--- config.mk ---
export PLATFORM = sky130hd
export DESIGN_NAME = wishbone_bus_arbiter
export DESIGN_NICKNAME = d
export VERILOG_FILES = /design/src/rtl/wishbone_bus_arbiter.sv
export SDC_FILE = /design/constraint.sdc
export NUM_CORES = 1
export LEC_CHECK = 0
export CORE_MARGIN = 4
export CORE_UTILIZATION = 54
export DETAILED_ROUTE_END_ITERATION = 6
export GPL_TIMING_DRIVEN = 1
export PLACE_DENSITY = 0.91
export SETUP_SLACK_MARGIN = 0.2
export SLEW_MARGIN = 30
export SYNTH_ARGS = -nofsm -noshare
export SYNTH_HDL_FRONTEND = slang
export SYNTH_SLANG_ARGS = --single-unit
--- constraint.sdc ---
create_clock -name clk_i -period 3.2 [get_ports clk_i]
set_input_delay 0.64 -clock clk_i [delete_from_list [all_inputs] [get_ports clk_i]]
set_output_delay 0.64 -clock clk_i [all_outputs]
set_load 0.02 [all_outputs]
--- src/rtl/wishbone_bus_arbiter.sv ---
// Registered round-robin master arbiter for a shared Wishbone interconnect.
// Issues a one-hot grant, hands the bus over between transfers, honours bus
// lock, and aborts transfers that no slave terminates via a watchdog.
module wishbone_bus_arbiter #(
  parameter int N_MASTER = 4,
  parameter int TIMEOUT  = 255,
  parameter int IDW      = $clog2(N_MASTER)
) (
  input  logic                clk_i,
  input  logic                rstn_i,
  input  logic [N_MASTER-1:0] req_cyc_i,
  input  logic [N_MASTER-1:0] req_stb_i,
  input  logic [N_MASTER-1:0] req_lock_i,
  input  logic                bus_ack_i,
  input  logic                bus_err_i,
  input  logic                bus_rty_i,
  output logic [N_MASTER-1:0] gnt_o,
  output logic [IDW-1:0]      owner_o,
  output logic                bus_busy_o,
  output logic                tmo_err_o
);

  localparam int unsigned NM = N_MASTER;
  localparam int CW = (TIMEOUT > 0) ? $clog2(TIMEOUT + 1) : 1;
  localparam logic [CW-1:0] CNT_LAST = CW'((TIMEOUT > 0) ? TIMEOUT - 1 : 0);

  typedef enum logic [1:0] {IDLE, OWNED, ABORT} state_t;

  state_t              state, state_nxt;
  logic [N_MASTER-1:0] gnt_nxt;
  logic [IDW-1:0]      owner_nxt;
  logic [IDW-1:0]      ptr, ptr_nxt;
  logic [CW-1:0]       cnt, cnt_nxt;
  logic [N_MASTER-1:0] cand;
  logic [IDW-1:0]      win;
  logic                win_vld;
  int unsigned         arb_idx;
  logic                term;
  logic                do_grant, do_idle;

  // Round-robin search from ptr; the current owner is masked out whenever the
  // bus is held, which covers cyc drop, preemption and post-abort handoff alike.
  always_comb begin
    cand = req_cyc_i;
    if (state != IDLE) cand[owner_o] = 1'b0;
    win     = '0;
    win_vld = 1'b0;
    arb_idx = 0;
    for (int unsigned i = 0; i < NM; i++) begin
      arb_idx = 32'(ptr) + i;
      if (arb_idx >= NM) arb_idx = arb_idx - NM;
      if (!win_vld && cand[arb_idx[IDW-1:0]]) begin
        win     = arb_idx[IDW-1:0];
        win_vld = 1'b1;
      end
    end
  end

  assign term = (bus_ack_i | bus_err_i | bus_rty_i) & req_stb_i[owner_o];

  // Next-state, grant, pointer and watchdog decisions.
  always_comb begin
    state_nxt = state;
    gnt_nxt   = gnt_o;
    owner_nxt = owner_o;
    ptr_nxt   = ptr;
    cnt_nxt   = cnt;
    do_grant  = 1'b0;
    do_idle   = 1'b0;
    case (state)
      IDLE: begin
        cnt_nxt  = '0;
        do_grant = win_vld;
      end
      OWNED: begin
        if (!req_cyc_i[owner_o]) begin
          cnt_nxt  = '0;
          do_grant = win_vld;
          do_idle  = !win_vld;
        end else if (term) begin
          cnt_nxt  = '0;
          do_grant = !req_lock_i[owner_o] && win_vld;
        end else if (req_stb_i[owner_o]) begin
          if (TIMEOUT == 0) cnt_nxt = '0;
          else if (cnt == CNT_LAST) state_nxt = ABORT;
          else cnt_nxt = cnt + CW'(1);
        end else begin
          cnt_nxt = '0;
        end
      end
      ABORT: begin
        cnt_nxt  = '0;
        do_grant = win_vld;
        do_idle  = !win_vld;
      end
      default: begin
        state_nxt = IDLE;
        do_idle   = 1'b1;
      end
    endcase
    if (do_grant) begin
      state_nxt    = OWNED;
      gnt_nxt      = '0;
      gnt_nxt[win] = 1'b1;
      owner_nxt    = win;
      cnt_nxt      = '0;
      ptr_nxt      = (win == IDW'(N_MASTER - 1)) ? '0 : win + IDW'(1);
    end else if (do_idle) begin
      state_nxt = IDLE;
      gnt_nxt   = '0;
      owner_nxt = '0;
    end
  end

  // State and registered outputs.
  always_ff @(posedge clk_i or negedge rstn_i) begin
    if (!rstn_i) begin
      state   <= IDLE;
      gnt_o   <= '0;
      owner_o <= '0;
      ptr     <= '0;
      cnt     <= '0;
    end else begin
      state   <= state_nxt;
      gnt_o   <= gnt_nxt;
      owner_o <= owner_nxt;
      ptr     <= ptr_nxt;
      cnt     <= cnt_nxt;
    end
  end

  assign bus_busy_o = (state != IDLE);
  assign tmo_err_o  = (state == ABORT);

endmodule

# After elaboration in Yosys (flattened, before gate mapping)
# Index checks and enable logic that the tools add are counted.
# W data, S select, Z words.
# totals
regBits	18
input_bits	17
out_inout_bits	8
wordCells	113
# classes
addsub	9
order_cmp	12
n_eq_ne	10
muxes	54
bitwise_logic	5
reduce_logical	18
# ops
operator	count
$mux W8	5
$mux W2	17
$lt A2 B3 Y1 const B	6
$mux W1	16
$ne A4 B4 Y1 const B	4
$pmux W8 S2	1
$bmux W1 S2	7
$mux W4	3
$ge A3 B3 Y1 const B	3
$add A8 B1 Y8 const B	1
$eq A8 B8 Y1 const B	1
$sub A2 B1 Y2 const B	4
$add A2 B2 Y3 const B	2
$logic_and A1 B1 Y1	6
$ne A6 B6 Y1 const B	1
$logic_not A1 Y1	5
$reduce_and A5 Y1	1
$and A4 B4 Y4	1
$demux W1 S2	2
$eq A2 B2 Y1 const B	2
$ge A2 B1 Y1 const B	2
$not A4 Y4	1
$pmux W2 S2	1
$reduce_bool A2 Y1	2
other kinds (13)	14

# Logic depth before layout (Yosys ltp)
# Gate-level depths: netlist (run 1).
# depth
depth_word	25
ltp_mapped	9

# Worst setup path after synthesis (run 1)
# OpenSTA, ideal clock, no wires.
# synth_path
path_kind	register to register
startpoint	reg owner_o[1]
endpoint	reg ptr[1]
setup_ns	0.128
arrival_ns	2.015
t_required_ns	3.072
slack_ns	1.057
path_stages_with_launch	7
path_buffers	0
cell_sequence	dfrtp_1 o21bai_2 o21ai_0 o21ai_0 nor3b_1 ha_1 mux2_1
# synth_between
elab_chain_len	23
elab_cells_between_ends	45
# synth_lines
element	line	text
start, declared	18	output logic [IDW-1:0] owner_o,
start signal, assigned	126	owner_o <= owner_nxt;
$lt A2 B3 Y1 (not written as such) or $ge A2 B1 Y1 (tied branches)	45	if (state != IDLE) cand[owner_o] = 1'b0;
$logic_and A1 B1 Y1 (not written as such)	45	
$mux W1 (not written as such)	45	
$demux W1 S2	45	
$not A4 Y4 (no source line)	--	
$and A4 B4 Y4 (no source line)	--	
$mux W4	45	
$bmux W1 S2	52	if (!win_vld && cand[arb_idx[IDW-1:0]]) begin
[... 7 more ...]	--	
$mux W1	52	
$logic_not A1 Y1	52	
$logic_and A1 B1 Y1	52	
$mux W1	52	
$logic_and A1 B1 Y1	82	do_grant = !req_lock_i[owner_o] && win_vld;
$mux W1	80	end else if (term) begin
$mux W1	76	if (!req_cyc_i[owner_o]) begin
$pmux W1 S2	70	case (state)
end signal, assigned	127	ptr <= ptr_nxt;
end, declared	32	logic [IDW-1:0] ptr, ptr_nxt;
# Several ways; a longest one is shown, not always the timed one. The select of a mux whose other input is x is not followed.
# A chain may end at the register's enable or synchronous reset.

# Worst setup path after layout (run 1)
# layout_path
startpoint	reg state[1]
endpoint	out tmo_err_o
# layout_between
elab_chain_len	1
# layout_lines
element	line	text
start, declared	29	state_t state, state_nxt;
start signal, assigned	124	state <= state_nxt;
$eq A2 B2 Y1	133	assign tmo_err_o = (state == ABORT);
end, declared	20	output logic tmo_err_o
# Every way passes these cells.

==> flow_summary.yaml, run 1 <==
clock_network:
  clockRootBuffer: "clkbuf_4"
  holdBufCountCts: 0
  htreeDepth: 1
  numCtsBuffers: 3
  clock_sinks: 18
  clk_latency_ps: 290
  postCtsSetupBuffers: 0
  ctsResizeCount: 0
  cts_tree: "built"
  clkTransAtPathRegs_ps: 100
  clockBufferDepth: 2
worst_setup_path:
  cp_cell_sequence: "inv_1, nor2_1, clkdlybuf4s50_1"
  endpoint_kind: "output port"
  criticalPathCategory: "reg2out"
  path_max_fanout: 17
  cp-start-kind: "flip-flop"
  cp_top_family: "buffers and inverters"
  cpPeakStageDelay_ps: 710
  critPathBufInv: 2
  arrival_ps: 1960
  worstPathRequired_ps: 2560
  crit_slowest_cell: "dfrtp_1"
floorplanning:
  die_h_um: 55.9
  start_util: 0.565
  num_rows: 17
  dieArea_um2: 3120
  pin_count: 25
  die_w_um: 55.9
  core_area_um2: 2190
pwr:
  p_seq_frac: 0.339
  internal_power_w: 0.000581
  vdd_drop_max_mv: 0.536
  power.density_nw_per_um2: 694
  p_sw_w: 0.000466
  p_sw_frac: 0.445
  clkPwrFrac: 0.105
  p_leak_nw: 0.609
  combPwrFrac: 0.556
place:
  hpwl_um: 2360
  gp_congestion: 0.810
  portBuffers: 24
  placed_cell_area_um2: 1490
routing:
  vias_per_cell: 6.23
  drtAntennaViolNets: 0
  wl_per_cell_um: 16.1
  drt_iter0_markers: 17
  drc: 0
  wirelength_um: 3030
  vias: 1171
  first_pass_iters: 6
timing:
  finalCritPeriodShare: 0.812
  slew_violations: 0
  finalCriticalPeriod_ps: 2600
  skew_ps: 9.93
  setup_viol: 0
  rsz0062_at_grt: "false"
  fmax_mhz: 385
  slew_headroom: 0.445
  tightestPinTransition_ps: 830
  hold_viol: 0
  fin_setup_tns_ps: 0
yosys:
  syn_area_um2: 1240
  yosys.area.top_type: "dfrtp_1"
  syn_area_per_cell_um2: 9.04
  syn-instance-count: 137
  yosysTopAreaCellShare: 0.364
  synth-main-ff-cell: "dfrtp_1"
  synth_seq_area_share: 0.364
  synth.ff_latch_count: 18
  async_flop_share: 1.00
  synth-warning-count: 0
  syn_nets: 160
  synth_area_leaders: "dfrtp_1 (36%), ha_1 (6.1%), a21oi_1 (3.6%), inv_1 (3.6%), nand2_1 (3.6%)"
  netlist-cell-type-count: 45
  synth_edf_count: 0
worst_hold_path:
  hp-class: "reg2reg"
cells_and_area:
  drive_gt1_frac: 0.0625
  final_nets: 185
  layout_common_cells: "clkdlybuf4s50_1 (24), dfrtp_1 (18), inv_1 (12), nand2_1 (12), nor2_1 (11)"
  n_antenna_cell: 0
  final_common_cell: "clkdlybuf4s50_1"
  final_area_um2: 1510
  syn_to_final_growth_pct: 21.9
global_routing:
  grt.overflow.total: 0
  grt_pass1_wl_um: 5300
  antenna_found_initial: 0
  grt_max_degree: 19
  grt_pass1_vias: 1224
  grt_usage: 0.208
status:
  status: "finished clean"
job:
  drv_cap: 0
[worst paths after layout]
check	start	end	slack [ps]	depth (start not counted)
max in group asynchronous	rstn_i	gnt_o[2]	1870	1
min in group asynchronous	rstn_i	cnt[7]	810	1
setup reg to reg	state[1]	ptr[1]	670	6
hold / removal	gnt_o[2]	gnt_o[2]	530	2
hold reg to reg	gnt_o[2]	gnt_o[2]	530	2
setup / recovery	state[1]	tmo_err_o	600	3
[final cells by class]
cell class	count	area [um^2]
clock buffers	3	22.5
flip-flops and latches	18	450
fillers	172	681
well taps	28	35.0
repair buffers	24	240
inverters	13	48.8
multi-input cells	102	713
[stage by stage]
step	power, W	instances	utilization	setup WS [ps]	hold slack (ps)
4_1_cts	0.00105	188	0.689	598	539
2_1_floorplan	0.000755	137	-	1060	344
5_1_grt	0.00114	188	0.689	425	570
3_3_place_gp	0.000910	185	0.679	612	524
6_report	0.00105	188	0.689	600	534
3_5_place_dp	0.000943	185	0.679	531	526
[synthesized netlist by cell type, types with 2 or more instances]
master,count
dfrtp_1,18
inv_1,12
nand2_1,12
nor2_1,11
a21oi_1,9
ha_1,6
o21ai_0,6
o21ai_1,6
nor3_1,5
o22ai_1,4
a211oi_1,3
nand3_1,3
nand3b_1,3
o211ai_1,3
a31oi_1,2
a41oi_1,2
clkbuf_1,2
o2bb2ai_1,2
or3b_1,2
[layer usage]
| metal | vias up | routed length, um | track usage |
|---|---|---|---|
| li1 | 565 | - | - |
| met1 | 577 | 1210 | 0.234 |
| met2 | 25 | 1670 | 0.380 |
| met3 | 4 | 115 | 0.0534 |
| met4 | 0 | 40 | 0.0712 |
| met5 | - | 0 | 0 |
[kinds of logic after synthesis]
| logic type | count (synthesis) | share of synthesized area |
|---|---|---|
| buffers and inverters | 17 | 0.0606 |
| flip-flops | 18 | 0.364 |
| AND/OR/NAND/NOR | 46 | 0.207 |
| AO/OA/AOI/OAI | 46 | 0.252 |
| multiplexers | 4 | 0.0566 |
| adder cells (fa/ha/maj) | 6 | 0.0606 |
[sequential cells by signal, indices dropped and copies added (netlist names)]
name / cells
gnt_o: 4
owner_o: 2
state: 2
ptr: 2
cnt: 8
[power groups by stage]
stage                     Sequential, W  Combinational (W)  Clock, W
after floorplan                0.000369           0.000386         0
after global placement         0.000353           0.000556         0
after detailed placement       0.000361           0.000582         0
after CTS                      0.000355           0.000583  0.000114
after global routing           0.000368           0.000652  0.000125
final                          0.000355           0.000582  0.000110
[worst reg2reg max path, cell delays in order, from the launching register on]
cell and delay, ps:
dfrtp_1 710, o21bai_2 190, o21ai_0 330, o21ai_0 130, nor3b_1 440, ha_1 320, mux2_1 280
(Power assumes the default switching activity.)
==> run 2, diff against run 1 <==
Settings changed: CORE_UTILIZATION 54 to 51, PLACE_DENSITY 0.91 to 0.87.
Clock period 3.2 ns to 2.7 ns, I/O delays scaled along.
==> flow_summary.yaml, run 2 (synthesis results as in run 1) <==
timing:
  skew_ps: 11.0
  fmax_mhz: 440
  setup_viol: 0
  hold_viol: 0
  fin_setup_tns_ps: 0
  finalCriticalPeriod_ps: 2270
  slew_violations: 0
  finalCritPeriodShare: 0.841
  hold_ws_ps: 540
  tightestPinTransition_ps: 826
  rsz0062_at_grt: "false"
  slew_headroom: 0.448
clock_network:
  holdBufCountCts: 0
  clockBufferDepth: 2
  clk_latency_ps: 300
  clock_sinks: 18
  ctsResizeCount: 0
  clockRootBuffer: "clkbuf_4"
  postCtsSetupBuffers: 0
  clkTransAtPathRegs_ps: 120
  numCtsBuffers: 3
  htreeDepth: 1
  cts_tree: "built"
floorplanning:
  start_util: 0.549
  die_w_um: 57.3
  dieArea_um2: 3280
  num_rows: 17
  die_h_um: 57.3
  pin_count: 25
  core_area_um2: 2250
routing:
  vias_per_cell: 6.03
  wirelength_um: 2910
  drt_iter0_markers: 40
  first_pass_iters: 4
  drtAntennaViolNets: 0
  vias: 1152
  wl_per_cell_um: 15.2
  drc: 0
cells_and_area:
  regArea_um2: 450
  reg_top3: "cnt (8), gnt_o (4)"
  layout_common_cells: "clkdlybuf4s50_1 (24), dfrtp_1 (18), inv_1 (12), nand2_1 (12), nor2_1 (11)"
  drive_gt1_frac: 0.0798
  final_nets: 187
  final_cell_count_no_fill: 191
  fillers: 186
  multi_input_area_um2: 713
  syn_to_final_growth_pct: 24.2
  utilization: 0.683
  regMostFlops: "cnt"
  final_common_cell: "clkdlybuf4s50_1"
  n_antenna_cell: 0
  largest_reg_flops: 8
place:
  portBuffers: 24
  dp.cells: 187
  hpwl_um: 2290
  gp_congestion: 0.820
worst_hold_path:
  hold_depth: 2
  min_from: "gnt_o[0]"
  hold_end: "gnt_o[0]"
  hp-class: "reg2reg"
global_routing:
  grt_max_degree: 19
  grt_pass1_vias: 1148
  antenna_found_initial: 0
  grt_pass1_wl_um: 5040
  grt.overflow.total: 0
  grt_usage: 0.189
pwr:
  vdd_drop_max_mv: 0.594
  power.total_w: 0.00129
  power.density_nw_per_um2: 839
  p_leak_nw: 0.626
worst_setup_path:
  cp_top_family: "buffers and inverters"
  arrival_ps: 1730
  worst_r2r_startpoint: "owner_o[1]"
  criticalPathCategory: "reg2out"
  cp-start-kind: "flip-flop"
  crit_slowest_cell: "clkdlybuf4s50_1"
  critPathBufInv: 2
  reg2reg_slack_ps: 540
  r2r_end: "ptr[1]"
  worstPathRequired_ps: 2160
  ff2ff_path_depth: 6
  cpPeakStageDelay_ps: 550
  cp_cell_sequence: "inv_1, nand2_1, clkdlybuf4s50_1"
  endpoint_kind: "output port"
  path_max_fanout: 13
status:
  status: "finished clean"
job:
  drv_cap: 0
## run 2: changes by cell type in the layout (fill, tap and decap cells not counted)
cell	previous run	this run
clkbuf_8	0	1
buf_4	0	2
## run 2: worst register-to-register path: cells and delay by family, from the launching register on
family                     cells  cell delay [ps]
adders and majority gates      1              290
muxes                          1              280
AOI/OAI and AO/OA              3              690
DFF                            1              490
and+or+nand+nor                1              300
## run 2: metal layers
layer | part of all wire | track usage | vias up
met5 | 0 | 0 | -
met4 | 0 | 0.0464 | 0
met3 | 0.017 | 0.0271 | 0
met2 | 0.54 | 0.351 | 16
met1 | 0.45 | 0.228 | 567
li1 | - | - | 569
## run 2: area by class of cell
class / count / area share
clock buffers: 4 / 0.0236
inverters: 13 / 0.0317
multi-input cells: 102 / 0.463
flip-flops and latches: 18 / 0.293
well taps: 28 / 0.0228
repair buffers: 26 / 0.166
## run 2: worst max path at each step
stage                       startpoint  slack (ps)         end  cells past startpoint
after floorplan             owner_o[1]         560      ptr[1]                      6
after global placement    req_stb_i[2]         230      ptr[1]                      6
after detailed placement  req_stb_i[2]         160      ptr[1]                      6
after CTS                     state[0]         420  bus_busy_o                      3
after global routing          state[0]         340  bus_busy_o                      3
final                         state[0]         430  bus_busy_o                      3
## run 2: through the flow
stage,cell area (um^2),setup WS (ps)
2_1_floorplan,1240,557
3_3_place_gp,1500,233
3_5_place_dp,1500,165
4_1_cts,1540,419
5_1_grt,1540,335
6_report,1540,428
## run 2: where the power goes
| part | total (W) | internal (W) | switching, W |
|---|---|---|---|
| logic | 0.000699 | 0.000314 | 0.000385 |
| registers | 0.000417 | 0.000335 | 0.0000827 |
| clock network | 0.000175 | 0.0000822 | 0.0000926 |
==> run 3, diff against run 2 <==
Clock period 2.7 ns to 2.3 ns, I/O delays scaled along.
==> flow_summary.yaml, run 3 (synthesis results as in run 1) <==
worst_setup_path:
  criticalPathCategory: "reg2reg"
  endpoint_kind: "flip-flop"
  path_max_fanout: 5
  worstPathRequired_ps: 2480
  cp-start-kind: "flip-flop"
  arrival_ps: 2270
timing:
  hold_ws_ps: 472
  finalCritPeriodShare: 0.906
  slew_violations: 0
  rsz0062_at_grt: "true"
  fin_setup_tns_ps: 0
  skew_ps: 7.54
  fmax_mhz: 480
  setup_viol: 0
  hold_viol: 0
  tightestPinTransition_ps: 405
  slew_headroom: 0.729
  setup_slack_ps: 215
  finalCriticalPeriod_ps: 2080
global_routing:
  grt.overflow.total: 0
  grt_pass1_wl_um: 5210
  grt_max_degree: 19
  grt_usage: 0.198
  antenna_found_initial: 0
  grt_pass1_vias: 1237
routing:
  first_pass_iters: 4
  vias_per_cell: 6.05
  vias: 1229
  wl_per_cell_um: 15.9
  drc: 0
  wirelength_um: 3230
  drtAntennaViolNets: 0
  drt_iter0_markers: 37
cells_and_area:
  fillers: 164
  n_antenna_cell: 0
  layout_common_cells: "clkdlybuf4s50_1 (22), dfrtp_1 (17), buf_4 (14)"
  multi_input_area_um2: 733
  final_cell_count_no_fill: 203
  drive_gt1_frac: 0.171
  reg_top3: "cnt (8), gnt_o (4)"
  largest_reg_flops: 8
  final_common_cell: "clkdlybuf4s50_1"
  utilization: 0.731
  regArea_um2: 452
  final_nets: 199
  syn_to_final_growth_pct: 33.0
  regMostFlops: "cnt"
job:
  drv_cap: 0
pwr:
  p_sw_w: 0.000712
  vdd_drop_max_mv: 0.815
  p_seq_frac: 0.292
  clkPwrFrac: 0.120
  internal_power_w: 0.000959
  p_sw_frac: 0.426
  p_leak_nw: 0.692
  combPwrFrac: 0.588
  power.density_nw_per_um2: 1010
clock_network:
  clockRootBuffer: "clkbuf_4"
  clock_sinks: 18
  numCtsBuffers: 3
  clk_latency_ps: 300
  cts_tree: "built"
  htreeDepth: 1
  clockBufferDepth: 2
  clkTransAtPathRegs_ps: 110
  holdBufCountCts: 0
place:
  place_ws_ps: -104
  gp_congestion: 0.809
  hpwl_um: 2390
  dp.cells: 197
  portBuffers: 24
floorplanning:
  die_w_um: 57.3
  pin_count: 25
  num_rows: 17
  core_area_um2: 2250
  die_h_um: 57.3
  start_util: 0.549
  dieArea_um2: 3280
status:
  status: "finished clean"
worst_hold_path:
  hp-class: "in2async"
[run 3: cell types whose count changed in the layout (fill, tap and decap cells not counted), moves of 2 or more]
cell and delta:
buf_4 +12, a211oi_1 -2, a211oi_2 +2, clkdlybuf4s50_1 -2, dlygate4sd2_1 +2
[run 3: metal layers]
layer  track usage  part of all wire
met1         0.224              0.41
met2         0.361              0.53
met3        0.0475             0.035
met4        0.0662             0.019
met5             0                 0
[run 3: worst paths after layout]
path                            start         end  slack [ps]  cells past startpoint
hold reg to reg              gnt_o[3]    gnt_o[3]         540                      2
hold / removal                 rstn_i      cnt[4]         470                      2
min in group clk_i           gnt_o[3]    gnt_o[3]         540                      2
setup / recovery           owner_o[1]      ptr[1]         220                      6
max in group asynchronous      rstn_i  owner_o[0]        1610                      2
setup reg to reg           owner_o[1]      ptr[1]         220                      6
[run 3: area by class of cell]
cell class	instances	share of cell area
multi-input cells	102	0.445
well taps	28	0.0213
flip-flops and latches	18	0.274
clock buffers	4	0.0220
repair buffers	38	0.208
inverters	13	0.0296
[run 3: critical path, cell delays in order (launching register included)]
cell and delay, ps:
dfrtp_1 420, o21bai_2 250, o211ai_1 260, a211oi_1 140, nor3b_2 310, ha_1 290
mux2_1 300
[run 3: power by group through the flow]
stage / Clock [W] / Combinational, W / Sequential [W]
final: 0.000200 / 0.000982 / 0.000489
after global placement: 0 / 0.000899 / 0.000480
after global routing: 0.000219 / 0.00107 / 0.000498
after detailed placement: 0 / 0.000939 / 0.000488
after floorplan: 0 / 0.000544 / 0.000513
after CTS: 0.000203 / 0.000936 / 0.000486
[run 3: what timing repair did]
item                       in CTS  in global routing
pin swaps                       0                  1
setup endpoints to repair       3                  8
setup buffers                   0                  2
resized for setup               4                  3
[run 3: metrics by stage]
stage,power (W),instance area (um^2)
final,0.00167,1650
after global routing,0.00179,1650
after CTS,0.00162,1620
after detailed placement,0.00143,1580
after global placement,0.00138,1580
after floorplan,0.00106,1240
==> RTL change 1, RTL diff (flow settings as in run 1) <==
`TIMEOUT`: 255 -> 510.
--- a/src/rtl/wishbone_bus_arbiter.sv
+++ b/src/rtl/wishbone_bus_arbiter.sv
@@ -3,7 +3,7 @@
 // lock, and aborts transfers that no slave terminates via a watchdog.
 module wishbone_bus_arbiter #(
   parameter int N_MASTER = 4,
-  parameter int TIMEOUT  = 255,
+  parameter int TIMEOUT  = 510,
   parameter int IDW      = $clog2(N_MASTER)
 ) (
   input  logic                clk_i,
Formal check against the unedited RTL: no difference found for any inputs over 10 cycles, from zero or initial values and one cycle with rstn_i low; that may be too few to reach the edited logic, so the function may still have changed.
==> RTL change 1 against run 1 <==
Non-clock buffer count up 1. Wire length up 6.6%. Via count up 5.6%. Combinational power up 22%. Sequential share of layout area down 0.39 points. Area after synthesis up 10%. Sequential cell count up 1. Utilization up 1.4 points. Worst setup slack worse by 0.092 ns. Power up 18%. Cell area up 7.0%. Count of clock-buffer cells in the layout up 1.
==> RTL change 1: results <==
[outcome]
status = "finished, final reports clean"

[synthesis]
synth_common_cells = "dfrtp_1, o21ai_0, nand2_1, a21oi_1"
synth_area_leaders = "dfrtp_1, o21ai_0, ha_1"
synthCells = 142
synth-seq-area-share_pct = 34.9
syn-num-nets = 165

[pwr]
p_leak_nw = 0.663
finalPower_mw = 1.23
comb-power_uw = 711
peakVddDrop_mv = 0.615
p_clk_uw = 123

[cells_and_area]
clock_buffers = 4
reg.largest.list = "cnt: 9 flops, gnt_o: 4 flops"
area.sequential_sq_um = 475
clock_cell_area_share_pct = 1.63
multi_input_gates = 110
inverters = 6
bufAreaShareNonClock_pct = 15.3
fin_cells = 192
n_all_buffers = 25
filler_cell_count = 190

[global_route]
grt_first_pass_wirelength_microns = 5330
grt_max_degree = 20
track_usage_pct = 20.1

[drt]
vias = 1236
dr.pass1.iters = 4
drt_iter0_markers = 25
wire_per_inst_microns = 16.8

[timing]
worst_hold_slack_ns = 0.495
finClkSkew_ns = 0.0118
finalCritPeriodShare_pct = 84.1
worst-slew-pin-transition_ns = 0.842

[critical_path]
rr_startpoint = "owner_o[0]"
crit_path_end = "gnt_o[1]"
regToRegSetupSlack_ns = 0.51
crit_fanout = 11
crit_arrival_ns = 2.88
slowest_stage = "a222oi_1"

[place]
gp_congestion = 0.865
place_area_sq_um = 1590

[min_path]
hold_depth = 1
RTL change 1: cell types whose count changed after synthesis, moves of 4 or more:
cell,delta
inv_1,-6
o21ai_0,+11
a22o_1,+5
nor2_1,-10
o21ai_1,-6
and2_1,+4
RTL change 1: cells by family (layout without fill, tap and decap cells):
| group | count (synthesis) | in the layout | share of synthesized area [%] |
|---|---|---|---|
| DFF | 19 | 19 | 34.9 |
| adders and majority gates | 6 | 6 | 5.51 |
| buffers and inverters | 13 | 35 | 5.78 |
| AOI/OAI and AO/OA | 58 | 58 | 29.5 |
| muxes | 9 | 9 | 10.0 |
| and+or+nand+nor | 37 | 37 | 14.3 |
RTL change 1: layer usage:
metal / part of all wire, % / track usage [%] / up-vias
li1: - / - / 589
met5: 0 / 0 / -
met3: 4.1 / 4.45 / 2
met2: 57 / 39.8 / 27
met4: 0.77 / 5.96 / 0
met1: 39 / 20.5 / 618
==> RTL change 2, RTL diff (settings of run 1) <==
Made on the original files. Reset style: synchronous (`rstn_i`), changed in one clocked block.
--- a/src/rtl/wishbone_bus_arbiter.sv
+++ b/src/rtl/wishbone_bus_arbiter.sv
@@ -113,7 +113,7 @@
   end
 
   // State and registered outputs.
-  always_ff @(posedge clk_i or negedge rstn_i) begin
+  always_ff @(posedge clk_i) begin
     if (!rstn_i) begin
       state   <= IDLE;
       gnt_o   <= '0;
Check against the original RTL: differs if rstn_i is asserted again (counterexample within 4 cycles, from zero or initial values and one cycle with rstn_i low); with rstn_i held inactive, the same outputs for 10 cycles.
==> RTL change 2 against run 1 <==
Cell area up 2.2%. Worst setup slack lost 0.20 ns. Area after synthesis increased by 3.7%. Sequential cell count stayed put. Sequential share of layout area decreased by 6.5 points. Synthesized cell count is 2.9% higher. Wire length up 8.0%. Power is 6.2% lower. Final cell count is 1.6% higher. First-iteration DRC count grew to 3.9 times the old value. Die area rose by 3.2%. Largest cell class unchanged. Largest power group unchanged. Highest routed layer unchanged.
==> RTL change 2: results <==
[outcome]
status = "finished, final reports clean"

[synthesis]
synth-compound-area-share_pct = 32.2
ys_types = 50
synth_area_leaders = "dfxtp_1, ha_1, a21oi_1"
synthMuxAreaShare_pct = 5.26
synth_common_cells = "dfxtp_1, a21oi_1, o21ai_0, inv_1, nor2_1"
synth-seq-area-share_pct = 28.0
async_flop_share_pct = 0

[global_route]
grt_pass1_vias = 1220
track_usage_pct = 21.8
grt_first_pass_wirelength_microns = 5710

[place]
dp_worst_setup_slack_ns = 0.482

[drt]
dr.pass1.iters = 4
vias_per_cell = 6.62
vias = 1265
drt_iter0_markers = 66

[pwr]
p_leak_nw = 0.521
pwr-share-comb_pct = 51.3
p_sw_share_pct = 41.0
finalPower_uw = 983
seq-power_uw = 339
peakVddDrop_mv = 0.572

[critical_path]
regToRegSetupSlack_ns = 0.63
crit_fanout = 16
crit_arrival_ns = 2.16
slowest_stage = "dfxtp_1"
rr_worst_depth = 8
rr_startpoint = "state[1]"
r2r-end = "ptr[1]"

[cells_and_area]
filler_cell_count = 185
drive_gt1_share_pct = 11.0
multi_input_area_share_pct = 54.3
bufAreaShareNonClock_pct = 15.6
multi_input_gates = 108
area_growth_pct = 20.2
clock_buffers = 4

[min_path]
hold_depth = 1
min-delay-start = "gnt_o[2]"
holdPathEnd = "gnt_o[2]"

[timing]
worst-slew-pin-transition_ns = 0.604

[floorplanning]
die_w_microns = 56.8
==> RTL change 2: cell types whose count changed in the layout (fill, tap and decap cells not counted), moves of 3 or more <==
cell / delta
inv_1: -3
o21ai_1: -6
o21ai_0: +4
a21oi_1: +3
dfrtp_1: -18
dfxtp_1: +18
nor2_1: -3
nand4b_1: +3
o22ai_1: -4
a32o_1: +6
nand2_1: -6
==> RTL change 2: worst max-delay path: cells and delay by family, from the launching register on <==
| kind | cells | cell delay, ns |
|---|---|---|
| simple gates | 1 | 0.21 |
| buf+inv | 2 | 0.93 |
| flops | 1 | 0.72 |
==> RTL change 2: metal layers <==
metal  track usage (%)  up-vias  part of all wire, %
met5                 0        -                    0
met4              5.96        0                  1.3
met3              4.14        6                  6.7
met2              38.3       61                   51
met1              27.1      604                   41
li1                  -      594                    -
